--- config.mk ---
export PLATFORM = sky130hd
export DESIGN_NAME = keypad_scanner_flat
export DESIGN_NICKNAME = d
export VERILOG_FILES = /design/src/rtl/keypad_pkg.sv /design/src/rtl/keypad_scanner_if.sv /design/src/rtl/keypad_scan_filter.sv /design/src/rtl/keypad_scanner.sv /design/src/flat_wrapper.sv
export SDC_FILE = /design/constraint.sdc
export NUM_CORES = 1
export LEC_CHECK = 0
export CAP_MARGIN = 25
export CORE_ASPECT_RATIO = 0.75
export CORE_MARGIN = 2
export CORE_UTILIZATION = 45
export DETAILED_ROUTE_END_ITERATION = 6
export PLACE_DENSITY = 0.66
export SLEW_MARGIN = 15
export SYNTH_ARGS = -nofsm -noshare
export SYNTH_HDL_FRONTEND = slang
export SYNTH_SLANG_ARGS = --single-unit
--- constraint.sdc ---
create_clock -name i_clk -period 7 [get_ports i_clk]
set_input_delay 1.75 -clock i_clk [delete_from_list [all_inputs] [get_ports i_clk]]
set_output_delay 1.75 -clock i_clk [all_outputs]
set_load 0.005 [all_outputs]
--- src/rtl/keypad_pkg.sv ---
// Shared types and sizes for the 4x4 keypad scanner and its scan-level filter.
package keypad_pkg;

    localparam int N_ROWS = 4;
    localparam int N_COLS = 4;
    localparam int KEY_W  = 4;
    localparam int ROW_W  = $clog2(N_ROWS);
    localparam int COL_W  = $clog2(N_COLS);

    typedef enum logic [1:0] {
        SCAN_NONE,
        SCAN_KEY,
        SCAN_MULTI
    } scan_res_e;

    typedef enum logic [1:0] {
        ST_DRIVE,
        ST_SAMPLE,
        ST_NEXT,
        ST_EVAL
    } col_state_e;

endpackage

--- src/rtl/keypad_scanner_if.sv ---
// Keypad pin side (rows/cols) plus the accepted-key output toward key-handling logic.
interface keypad_scanner_if;
    import keypad_pkg::*;

    logic [N_ROWS-1:0] i_rows;
    logic [N_COLS-1:0] o_cols;
    logic [KEY_W-1:0]  o_key;
    logic              o_valid;
    logic              o_pressed;

    modport master (
        input  i_rows,
        output o_cols,
        output o_key,
        output o_valid,
        output o_pressed
    );

    modport slave (
        output i_rows,
        input  o_cols,
        input  o_key,
        input  o_valid,
        input  o_pressed
    );

endinterface

--- src/rtl/keypad_scan_filter.sv ---
// Scan-level debounce: stability counter, accepted key state and, with
// KEYPAD_AUTOREPEAT_EN defined, auto-repeat of the held key.
module keypad_scan_filter
    import keypad_pkg::*;
#(
    parameter int DEBOUNCE_SCANS     = 4,
    parameter int REPEAT_DELAY_SCANS = 50,
    parameter int REPEAT_RATE_SCANS  = 10
) (
    input  logic             i_clk,
    input  logic             i_rst,
    input  logic             eval_i,
    input  scan_res_e        result_i,
    input  logic [KEY_W-1:0] code_i,
    output logic [KEY_W-1:0] key_o,
    output logic             valid_o,
    output logic             pressed_o
);

    localparam int                STAB_W   = $clog2(DEBOUNCE_SCANS + 1);
    localparam logic [STAB_W-1:0] STAB_MAX = STAB_W'(DEBOUNCE_SCANS);

    scan_res_e         prev_res_q, prev_res_d;
    logic [KEY_W-1:0]  prev_code_q, prev_code_d;
    logic [STAB_W-1:0] stab_q, stab_d;
    logic [KEY_W-1:0]  key_q, key_d;
    logic              pressed_q, pressed_d;
    logic              valid_q, valid_d;
    logic              same, accept_key, accept_none, repeat_fire;

    // A MULTI scan breaks any run, so the next clean scan always restarts at 1.
    always_comb begin
        prev_res_d  = prev_res_q;
        prev_code_d = prev_code_q;
        stab_d      = stab_q;
        accept_key  = 1'b0;
        accept_none = 1'b0;
        same        = (result_i == prev_res_q) &&
                      (result_i != SCAN_KEY || code_i == prev_code_q);
        if (eval_i) begin
            prev_res_d  = result_i;
            prev_code_d = code_i;
            if (result_i == SCAN_MULTI) begin
                stab_d = '0;
            end else begin
                if (!same)                   stab_d = STAB_W'(1);
                else if (stab_q != STAB_MAX) stab_d = stab_q + STAB_W'(1);
                if (stab_d == STAB_MAX) begin
                    accept_key  = (result_i == SCAN_KEY) && (!pressed_q || code_i != key_q);
                    accept_none = (result_i == SCAN_NONE) && pressed_q;
                end
            end
        end
    end

    always_comb begin
        key_d     = accept_key ? code_i : key_q;
        pressed_d = accept_key ? 1'b1 : (accept_none ? 1'b0 : pressed_q);
        valid_d   = accept_key | repeat_fire;
    end

    always_ff @(posedge i_clk or posedge i_rst) begin
        if (i_rst) begin
            prev_res_q  <= SCAN_NONE;
            prev_code_q <= '0;
            stab_q      <= '0;
            key_q       <= '0;
            pressed_q   <= 1'b0;
            valid_q     <= 1'b0;
        end else begin
            prev_res_q  <= prev_res_d;
            prev_code_q <= prev_code_d;
            stab_q      <= stab_d;
            key_q       <= key_d;
            pressed_q   <= pressed_d;
            valid_q     <= valid_d;
        end
    end

`ifdef KEYPAD_AUTOREPEAT_EN
    localparam int               REP_W     = $clog2(REPEAT_DELAY_SCANS + REPEAT_RATE_SCANS + 1);
    localparam logic [REP_W-1:0] REP_FIRST = REP_W'(REPEAT_DELAY_SCANS);
    localparam logic [REP_W-1:0] REP_WRAP  = REP_W'(REPEAT_DELAY_SCANS + REPEAT_RATE_SCANS);

    logic [REP_W-1:0] rep_q, rep_d;

    // Counts scans since acceptance; folds back to the first-repeat point after each later repeat.
    always_comb begin
        rep_d       = rep_q;
        repeat_fire = 1'b0;
        if (accept_key || accept_none) begin
            rep_d = '0;
        end else if (eval_i && pressed_q) begin
            rep_d = rep_q + REP_W'(1);
            if (rep_d == REP_FIRST) begin
                repeat_fire = 1'b1;
            end else if (rep_d == REP_WRAP) begin
                repeat_fire = 1'b1;
                rep_d       = REP_FIRST;
            end
        end
    end

    always_ff @(posedge i_clk or posedge i_rst) begin
        if (i_rst) rep_q <= '0;
        else       rep_q <= rep_d;
    end
`else
    logic unused_repeat_cfg;
    assign repeat_fire       = 1'b0;
    assign unused_repeat_cfg = ^{REPEAT_DELAY_SCANS, REPEAT_RATE_SCANS};
`endif

    assign key_o     = key_q;
    assign valid_o   = valid_q;
    assign pressed_o = pressed_q;

endmodule

--- src/rtl/keypad_scanner.sv ---
// 4x4 keypad column scanner with synchronized row sampling and scan-level debounce.
// Optional auto-repeat is enabled by defining KEYPAD_AUTOREPEAT_EN.
module keypad_scanner
    import keypad_pkg::*;
#(
    parameter int SETTLE_CYCLES      = 500,
    parameter int DEBOUNCE_SCANS     = 4,
    parameter int REPEAT_DELAY_SCANS = 50,
    parameter int REPEAT_RATE_SCANS  = 10
) (
    input  logic              i_clk,
    input  logic              i_rst,
    keypad_scanner_if.master  kp
);

    localparam int                  SETTLE_W    = $clog2(SETTLE_CYCLES);
    localparam logic [SETTLE_W-1:0] SETTLE_LAST = SETTLE_W'(SETTLE_CYCLES - 3);

    logic [N_ROWS-1:0]   rows_meta_q, rows_sync_q;
    col_state_e          state_q, state_d;
    logic [COL_W-1:0]    col_q;
    logic [SETTLE_W-1:0] settle_q;
    scan_res_e           acc_q, acc_d;
    logic [KEY_W-1:0]    code_q, code_d;
    logic                sample_en, next_en, eval_en;
    logic [2:0]          col_hits;
    logic [ROW_W-1:0]    row_idx;

    // NOTE: sequential state always uses non-blocking assignment so every flop
    // samples the pre-edge values regardless of process ordering.
    // Synchronizer flops reset to the idle (pulled-up) row level.
    always_ff @(posedge i_clk or posedge i_rst) begin
        if (i_rst) begin
            rows_meta_q <= '1;
            rows_sync_q <= '1;
        end else begin
            rows_meta_q <= kp.i_rows;
            rows_sync_q <= rows_meta_q;
        end
    end

    always_ff @(posedge i_clk or posedge i_rst) begin
        if (i_rst) state_q <= ST_DRIVE;
        else       state_q <= state_d;
    end

    // NOTE: every combinational output gets a default first so no path infers a latch.
    // A column slot is DRIVE (SETTLE_CYCLES-2) + SAMPLE + NEXT.
    always_comb begin
        state_d = state_q;
        case (state_q)
            ST_DRIVE:  if (settle_q == SETTLE_LAST) state_d = ST_SAMPLE;
            ST_SAMPLE: state_d = ST_NEXT;
            ST_NEXT:   state_d = (col_q == COL_W'(N_COLS - 1)) ? ST_EVAL : ST_DRIVE;
            ST_EVAL:   state_d = ST_DRIVE;
            default:   state_d = ST_DRIVE;
        endcase
    end

    always_comb begin
        sample_en = (state_q == ST_SAMPLE);
        next_en   = (state_q == ST_NEXT);
        eval_en   = (state_q == ST_EVAL);
        kp.o_cols = ~(N_COLS'(1) << col_q);
    end

    // Fold each column's rows into the running scan result: first single hit is a KEY, anything more is MULTI.
    always_comb begin
        col_hits = '0;
        row_idx  = '0;
        for (int r = 0; r < N_ROWS; r++) begin
            if (!rows_sync_q[r]) begin
                col_hits = col_hits + 3'd1;
                row_idx  = ROW_W'(r);
            end
        end
        acc_d  = acc_q;
        code_d = code_q;
        if (col_hits != 3'd0) begin
            if (acc_q == SCAN_NONE && col_hits == 3'd1) begin
                acc_d  = SCAN_KEY;
                code_d = {row_idx, col_q};
            end else begin
                acc_d = SCAN_MULTI;
            end
        end
    end

    always_ff @(posedge i_clk or posedge i_rst) begin
        if (i_rst) begin
            col_q    <= '0;
            settle_q <= '0;
            acc_q    <= SCAN_NONE;
            code_q   <= '0;
        end else begin
            settle_q <= (state_q == ST_DRIVE) ? settle_q + SETTLE_W'(1) : '0;
            if (next_en) col_q <= col_q + COL_W'(1);
            if (sample_en) begin
                acc_q  <= acc_d;
                code_q <= code_d;
            end else if (eval_en) begin
                acc_q <= SCAN_NONE;
            end
        end
    end

    keypad_scan_filter #(
        .DEBOUNCE_SCANS     (DEBOUNCE_SCANS),
        .REPEAT_DELAY_SCANS (REPEAT_DELAY_SCANS),
        .REPEAT_RATE_SCANS  (REPEAT_RATE_SCANS)
    ) u_filter (
        .i_clk     (i_clk),
        .i_rst     (i_rst),
        .eval_i    (eval_en),
        .result_i  (acc_q),
        .code_i    (code_q),
        .key_o     (kp.o_key),
        .valid_o   (kp.o_valid),
        .pressed_o (kp.o_pressed)
    );

endmodule

--- src/flat_wrapper.sv ---
// flat-port wrapper written by rule: the top's interface ports become plain ports
module keypad_scanner_flat import keypad_pkg::*;
#(
    parameter int SETTLE_CYCLES      = 500,
    parameter int DEBOUNCE_SCANS     = 4,
    parameter int REPEAT_DELAY_SCANS = 50,
    parameter int REPEAT_RATE_SCANS  = 10
)
  (i_clk, i_rst, kp_i_rows, kp_o_cols, kp_o_key, kp_o_valid, kp_o_pressed);
  keypad_scanner_if kp_i ();
  input  logic i_clk;
  input  logic i_rst;
  input wire logic [$bits(kp_i.i_rows)-1:0] kp_i_rows;
  output wire logic [$bits(kp_i.o_cols)-1:0] kp_o_cols;
  output wire logic [$bits(kp_i.o_key)-1:0] kp_o_key;
  output wire logic [$bits(kp_i.o_valid)-1:0] kp_o_valid;
  output wire logic [$bits(kp_i.o_pressed)-1:0] kp_o_pressed;
  assign kp_i.i_rows = kp_i_rows;
  assign kp_o_cols = kp_i.o_cols;
  assign kp_o_key = kp_i.o_key;
  assign kp_o_valid = kp_i.o_valid;
  assign kp_o_pressed = kp_i.o_pressed;
  keypad_scanner #(.SETTLE_CYCLES(SETTLE_CYCLES), .DEBOUNCE_SCANS(DEBOUNCE_SCANS), .REPEAT_DELAY_SCANS(REPEAT_DELAY_SCANS), .REPEAT_RATE_SCANS(REPEAT_RATE_SCANS)) u_core (.i_clk(i_clk), .i_rst(i_rst), .kp(kp_i));
endmodule
# After elaboration in Yosys (flattened, before gate mapping)
# Cells that the tools add are included.
# totals
regBits	42
inputBits	6
out_inout_bits	10
word_cells	79
# classes
n_addsub	6
n_eq_ne	16
shifts	1
mux	28
n_bitwise	1
reduce_logical	14
# op_table
operator	n
two-way mux 3 bit	8
two-way mux 2 bit	8
two-way mux 1 bit	10
adder 3 x 1 -> 3 bit, second input constant	3
adder 9 x 1 -> 9 bit, second input constant	1
== test 9 bit, second input constant	1
two-way mux 9 bit	1
== test 2 bit, second input constant	4
case mux 2 bit (4 select lines)	1
== test 2 x 1 -> 1 bit, second input constant	2
== test 4 bit	1
logical AND 1 bit	4
zero test 2 bit	2
inequality test 2 x 1 -> 1 bit, second input constant	2
inequality test 4 bit	1
inverter 4 bit	1
nonzero test 2 bit	2
<< shifter 1 x 2 -> 4 bit, first input constant	1
== test 3 x 1 -> 1 bit, second input constant	1
== test 3 bit, second input constant	1
inequality test 3 bit, second input constant	1
AND reduction 3 bit	1
nonzero test 3 bit	1
adder 1 x 1 -> 2 bit, second input constant	1
6 further kinds	7

# Depth between registers and ports, before layout
# logic_depth
depth_word	12
depth_mapped	11
mapped_depth_nobuf	10

# By module
# A second synthesis with hierarchy kept.
# unflattened
hier_cells	193
area_unflattened_um2	2132.0
# modules_own_cells
mod	n_inst	cells_each	area_per_inst_um2	seq_area_each_um2
keypad_scanner	1	115	1293.7	685.7
keypad_scan_filter	1	78	838.3	375.4

# Worst setup path after synthesis
# OpenSTA, ideal clock, no wires.
# synth_path
path_type	register to register
from	register u_core.rows_sync_q[0]
to	register u_core.code_q[0]
arrival_ps	2685
required_ps	6875
setup_slack_ps	4190
path_stages_with_launch	11
n_path_buf	1
path_cell_list	dfstp_2 > inv_1 > ha_1 > xnor2_1 > ha_1 > nor2_1 > o21ai_0 > a21oi_1 > or4_1 > buf_6 > mux2_4
# synth_via
elab_chain_len	10
word_cells_on_any_way	11
classes_between	add/sub (3); eq/ne (1); mux (4); reduce/logical (3)
# synth_rtl
item	line	text
start, declared	keypad_scanner.sv:19	logic [N_ROWS-1:0] rows_meta_q, rows_sync_q;
start signal, assigned	keypad_scanner.sv:38	rows_sync_q <= rows_meta_q;
two-way mux 1 bit (*)	keypad_scanner.sv:72	if (!rows_sync_q[r]) begin
adder 1 x 1 -> 2 bit	keypad_scanner.sv:73	col_hits = col_hits + 3'd1;
two-way mux 3 bit (*)	keypad_scanner.sv:72	
adder 3 x 1 -> 3 bit	keypad_scanner.sv:73	
two-way mux 3 bit (*)	keypad_scanner.sv:72	
adder 3 x 1 -> 3 bit	keypad_scanner.sv:73	
two-way mux 3 bit (*)	keypad_scanner.sv:72	
== test 3 x 1 -> 1 bit	keypad_scanner.sv:80	if (acc_q == SCAN_NONE && col_hits == 3'd1) begin
logical AND 1 bit	keypad_scanner.sv:80	
AND reduction 3 bit (no source line) (*)	n/a	
end signal, assigned	keypad_scanner.sv:100	code_q <= code_d;
end, declared	keypad_scanner.sv:24	logic [KEY_W-1:0] code_q, code_d;
# Every way passes the cells marked *; elsewhere a longest branch is shown, timed or not.
# A chain may end at the register's enable or synchronous reset.

# Worst setup path in the final report
# layout_path
from	register u_core.col_q[0]
to	output port kp_o_cols[2]
# layout_via
elab_chain_len	2
# layout_rtl
item	line	text
start, declared	keypad_scanner.sv:21	logic [COL_W-1:0] col_q;
start signal, assigned	keypad_scanner.sv:97	if (next_en) col_q <= col_q + COL_W'(1);
<< shifter 1 x 2 -> 4 bit	keypad_scanner.sv:64	kp.o_cols = ~(N_COLS'(1) << col_q);
inverter 4 bit	keypad_scanner.sv:64	
end, declared	flat_wrapper.sv:14	output wire logic [$bits(kp_i.o_cols)-1:0] kp_o_cols;
# Every way passes these cells.

==> flow_summary.toml <==
[logic_synthesis]
ys_types = 37
synthTopCellsByArea = "dfrtp_1 (40%), dfstp_2 (9.9%), ha_1 (6.5%)"
syn-num-nets = 212
synth_warnings = 0
synth_seq_cells = 42
synth_enable_flop_cells = 0
syn_avg_cell_area_sq_um = 10.86
ys_seq_area_frac = 0.5012
synthCells = 195
synth_ff_type = "dfrtp_1"
synth_top_area_share = 0.4019
synthArstFlopShare = 1.000
yosysTopAreaCell = "dfrtp_1"
syn-cell-area_sq_mm = 0.002117

[critical_path]
cp_data_arrival_time_ns = 1.53
rrSetupSlack_ns = 3.97
cp-start-kind = "register"
path_max_fanout = 4
worstPathRequired_ns = 5.25
cp-end-kind = "output port"
critPathKind = "register to output port"

[cts]
cts-root-buf = "clkbuf_8"
cts_made_buffers = 5
cts-hold-fix-buffers = 0
post_cts_resized = 0
postCtsSetupBuffers = 0
clock_latency_ns = 0.29
clockBufferDepth = 2
clkSinkCount = 42
cts_max_level = 2
cts_tree = "yes"
clk_pin_slew_ns = 0.07

[flow_run]
cap_violations = 0

[route]
vias_per_cell = 5.097
avgRoutedWirePerCell_um = 12.57
drt-total-wl_um = 3369
ant_nets = 0
vias = 1366
first_iter_violations = 65
drtPass1Iterations = 4
drc_errors = 0

[final_layout]
instances_no_fill = 268
fin_util = 0.5291
nets = 227
antenna_cells = 0
drive_gt1_frac = 0.1564
fin_area_sq_mm = 0.002377
fillers = 416
syn_to_final_growth_pct = 12.29

[floorplan]
start_util = 0.4712
io-pin-count = 16
core_sq_mm = 0.004493
dieWidth_um = 83.20
dieArea_sq_mm = 0.005275
row_count = 21
die_h_um = 63.40

[placed_design]
port-buffer-count = 15
placed_cell_area_sq_mm = 0.002297
dp.final_hpwl_um = 2368
dp_cells = 260
place_ws_ns = 3.976
routabilityCongestion = 0.7907

[grt]
grtUsageTotal = 0.1479
grt_pass1_wl_um = 6099
grt_pass1_vias = 1339
grt_max_degree = 43
antenna_found_initial = 0
overflow = 0

[timing]
finalHoldViolations = 0
setup_viol = 0
fin_ws_ns = 3.720
tns_ns = 0
skew_ns = 0.009773
max_slew_margin = 0.6508
clock.fmax_mhz = 304.9
period_minus_slack_ns = 3.280
period_share = 0.4685
drv_slew = 0
rsz0062_at_grt = "false"
fin_hold_ws_ns = 0.3556
tightest_slew_ns = 0.5238

[power_and_ir_drop]
peakVddDrop_mv = 0.09718
finalPower_mw = 0.4184
powerDensity_mw_per_mm2 = 176.0
p_leak_nw = 1.096

[run_status]
outcome = "finished, final reports clean"

[min_path]
hold_path.class = "register to register"
final timing paths:
kind,startpoint,to,cells past startpoint
worst min register to register,u_core.rows_meta_q[3],u_core.rows_sync_q[3],0
worst max register to register,u_core.rows_sync_q[0],u_core.code_q[0],9
worst max-delay path,u_core.col_q[0],kp_o_cols[2],4
min in group asynchronous,i_rst,u_core.col_q[0],3
max in group asynchronous,i_rst,u_core.rows_sync_q[3],3
worst min-delay path,u_core.rows_meta_q[3],u_core.rows_sync_q[3],0
worst max-delay path: stages, from the launching register on:
cell             delay (ns)
dfrtp_1                0.40
inv_1                  0.10
ha_1                   0.20
inv_1                  0.05
clkdlybuf4s50_1        0.50
state kept, by name, indices dropped and copies added (netlist names):
signal,count
u_core.rows_meta_q,4
u_core.u_filter.valid_o,1
u_core.u_filter.prev_res_q,2
u_core.u_filter.pressed_o,1
u_core.u_filter.stab_q,3
u_core.rows_sync_q,4
u_core.state_q,2
u_core.code_q,4
u_core.u_filter.key_o,4
u_core.u_filter.prev_code_q,4
u_core.settle_q,9
u_core.acc_q,2
u_core.col_q,2
synthesized netlist by cell type (all sizes together), types with 2 or more instances:
library cell	n
a211oi	2
a21oi	9
a31o	2
and3	4
buf	3
clkbuf	5
dfrtp	34
dfstp	8
ha	11
inv	15
mux2	14
mux2i	2
nand2	15
nand2b	2
nand3	4
nand4	2
nor2	14
nor2b	3
nor3	2
o21ai	10
or2	2
or3	3
or4	2
xnor2	14
xor2	5
power by group:
part | internal [mW] | switching (mW)
Sequential | 0.247 | 0.00193
Combinational | 0.00986 | 0.0130
Clock | 0.0709 | 0.0760
Total | 0.327 | 0.0910
cell type report:
cell class,instances,area (sq um),area share
clock buffers,8,80.08,0.03368
flip-flops and latches,42,1061,0.4463
multi-input cells,130,950.9,0.4000
inverters,15,56.30,0.02368
repair buffers,16,157.7,0.06632
well taps,57,71.32,0.03000
cell usage in the layout (no fill, tap or decap), types with 2 or more instances in the layout:
master,synthesis,routed
xor2_1,5,5
inv_1,15,15
o21ai_0,10,10
dfstp_2,8,8
mux2_4,3,3
nand3_1,4,4
a21oi_1,9,9
xnor2_1,14,14
nor2b_1,3,3
mux2_2,11,11
clkbuf_8,0,5
clkdlybuf4s50_1,0,15
nand2_1,15,15
dfrtp_1,34,34
mux2i_1,2,2
or4_1,2,2
nand2b_1,2,2
nor2_1,14,14
nand4_1,2,2
ha_1,11,11
nor3_1,2,2
a211oi_1,2,2
clkbuf_1,5,3
and3_1,4,4
or3_1,3,3
layer usage:
metal / share of wire / up-vias / global-route usage
li1: - / 687 / -
met1: 0.53 / 650 / 0.2007
met2: 0.42 / 24 / 0.2248
met3: 0.039 / 5 / 0.04063
met4: 0.011 / 0 / 0.06148
met5: 0 / - / 0
cells by family (layout without fill, tap and decap cells):
family	count (synthesis)	in the layout	synth area share
AOI/OAI and AO/OA	27	27	0.07801
xor gates and xnor gates	19	19	0.07861
adders and majority gates	11	11	0.06501
buffers and inverters	23	39	0.04965
DFF	42	42	0.5012
muxes	16	16	0.08924
and+or+nand+nor	57	57	0.1383
(Power assumes the default switching activity.)
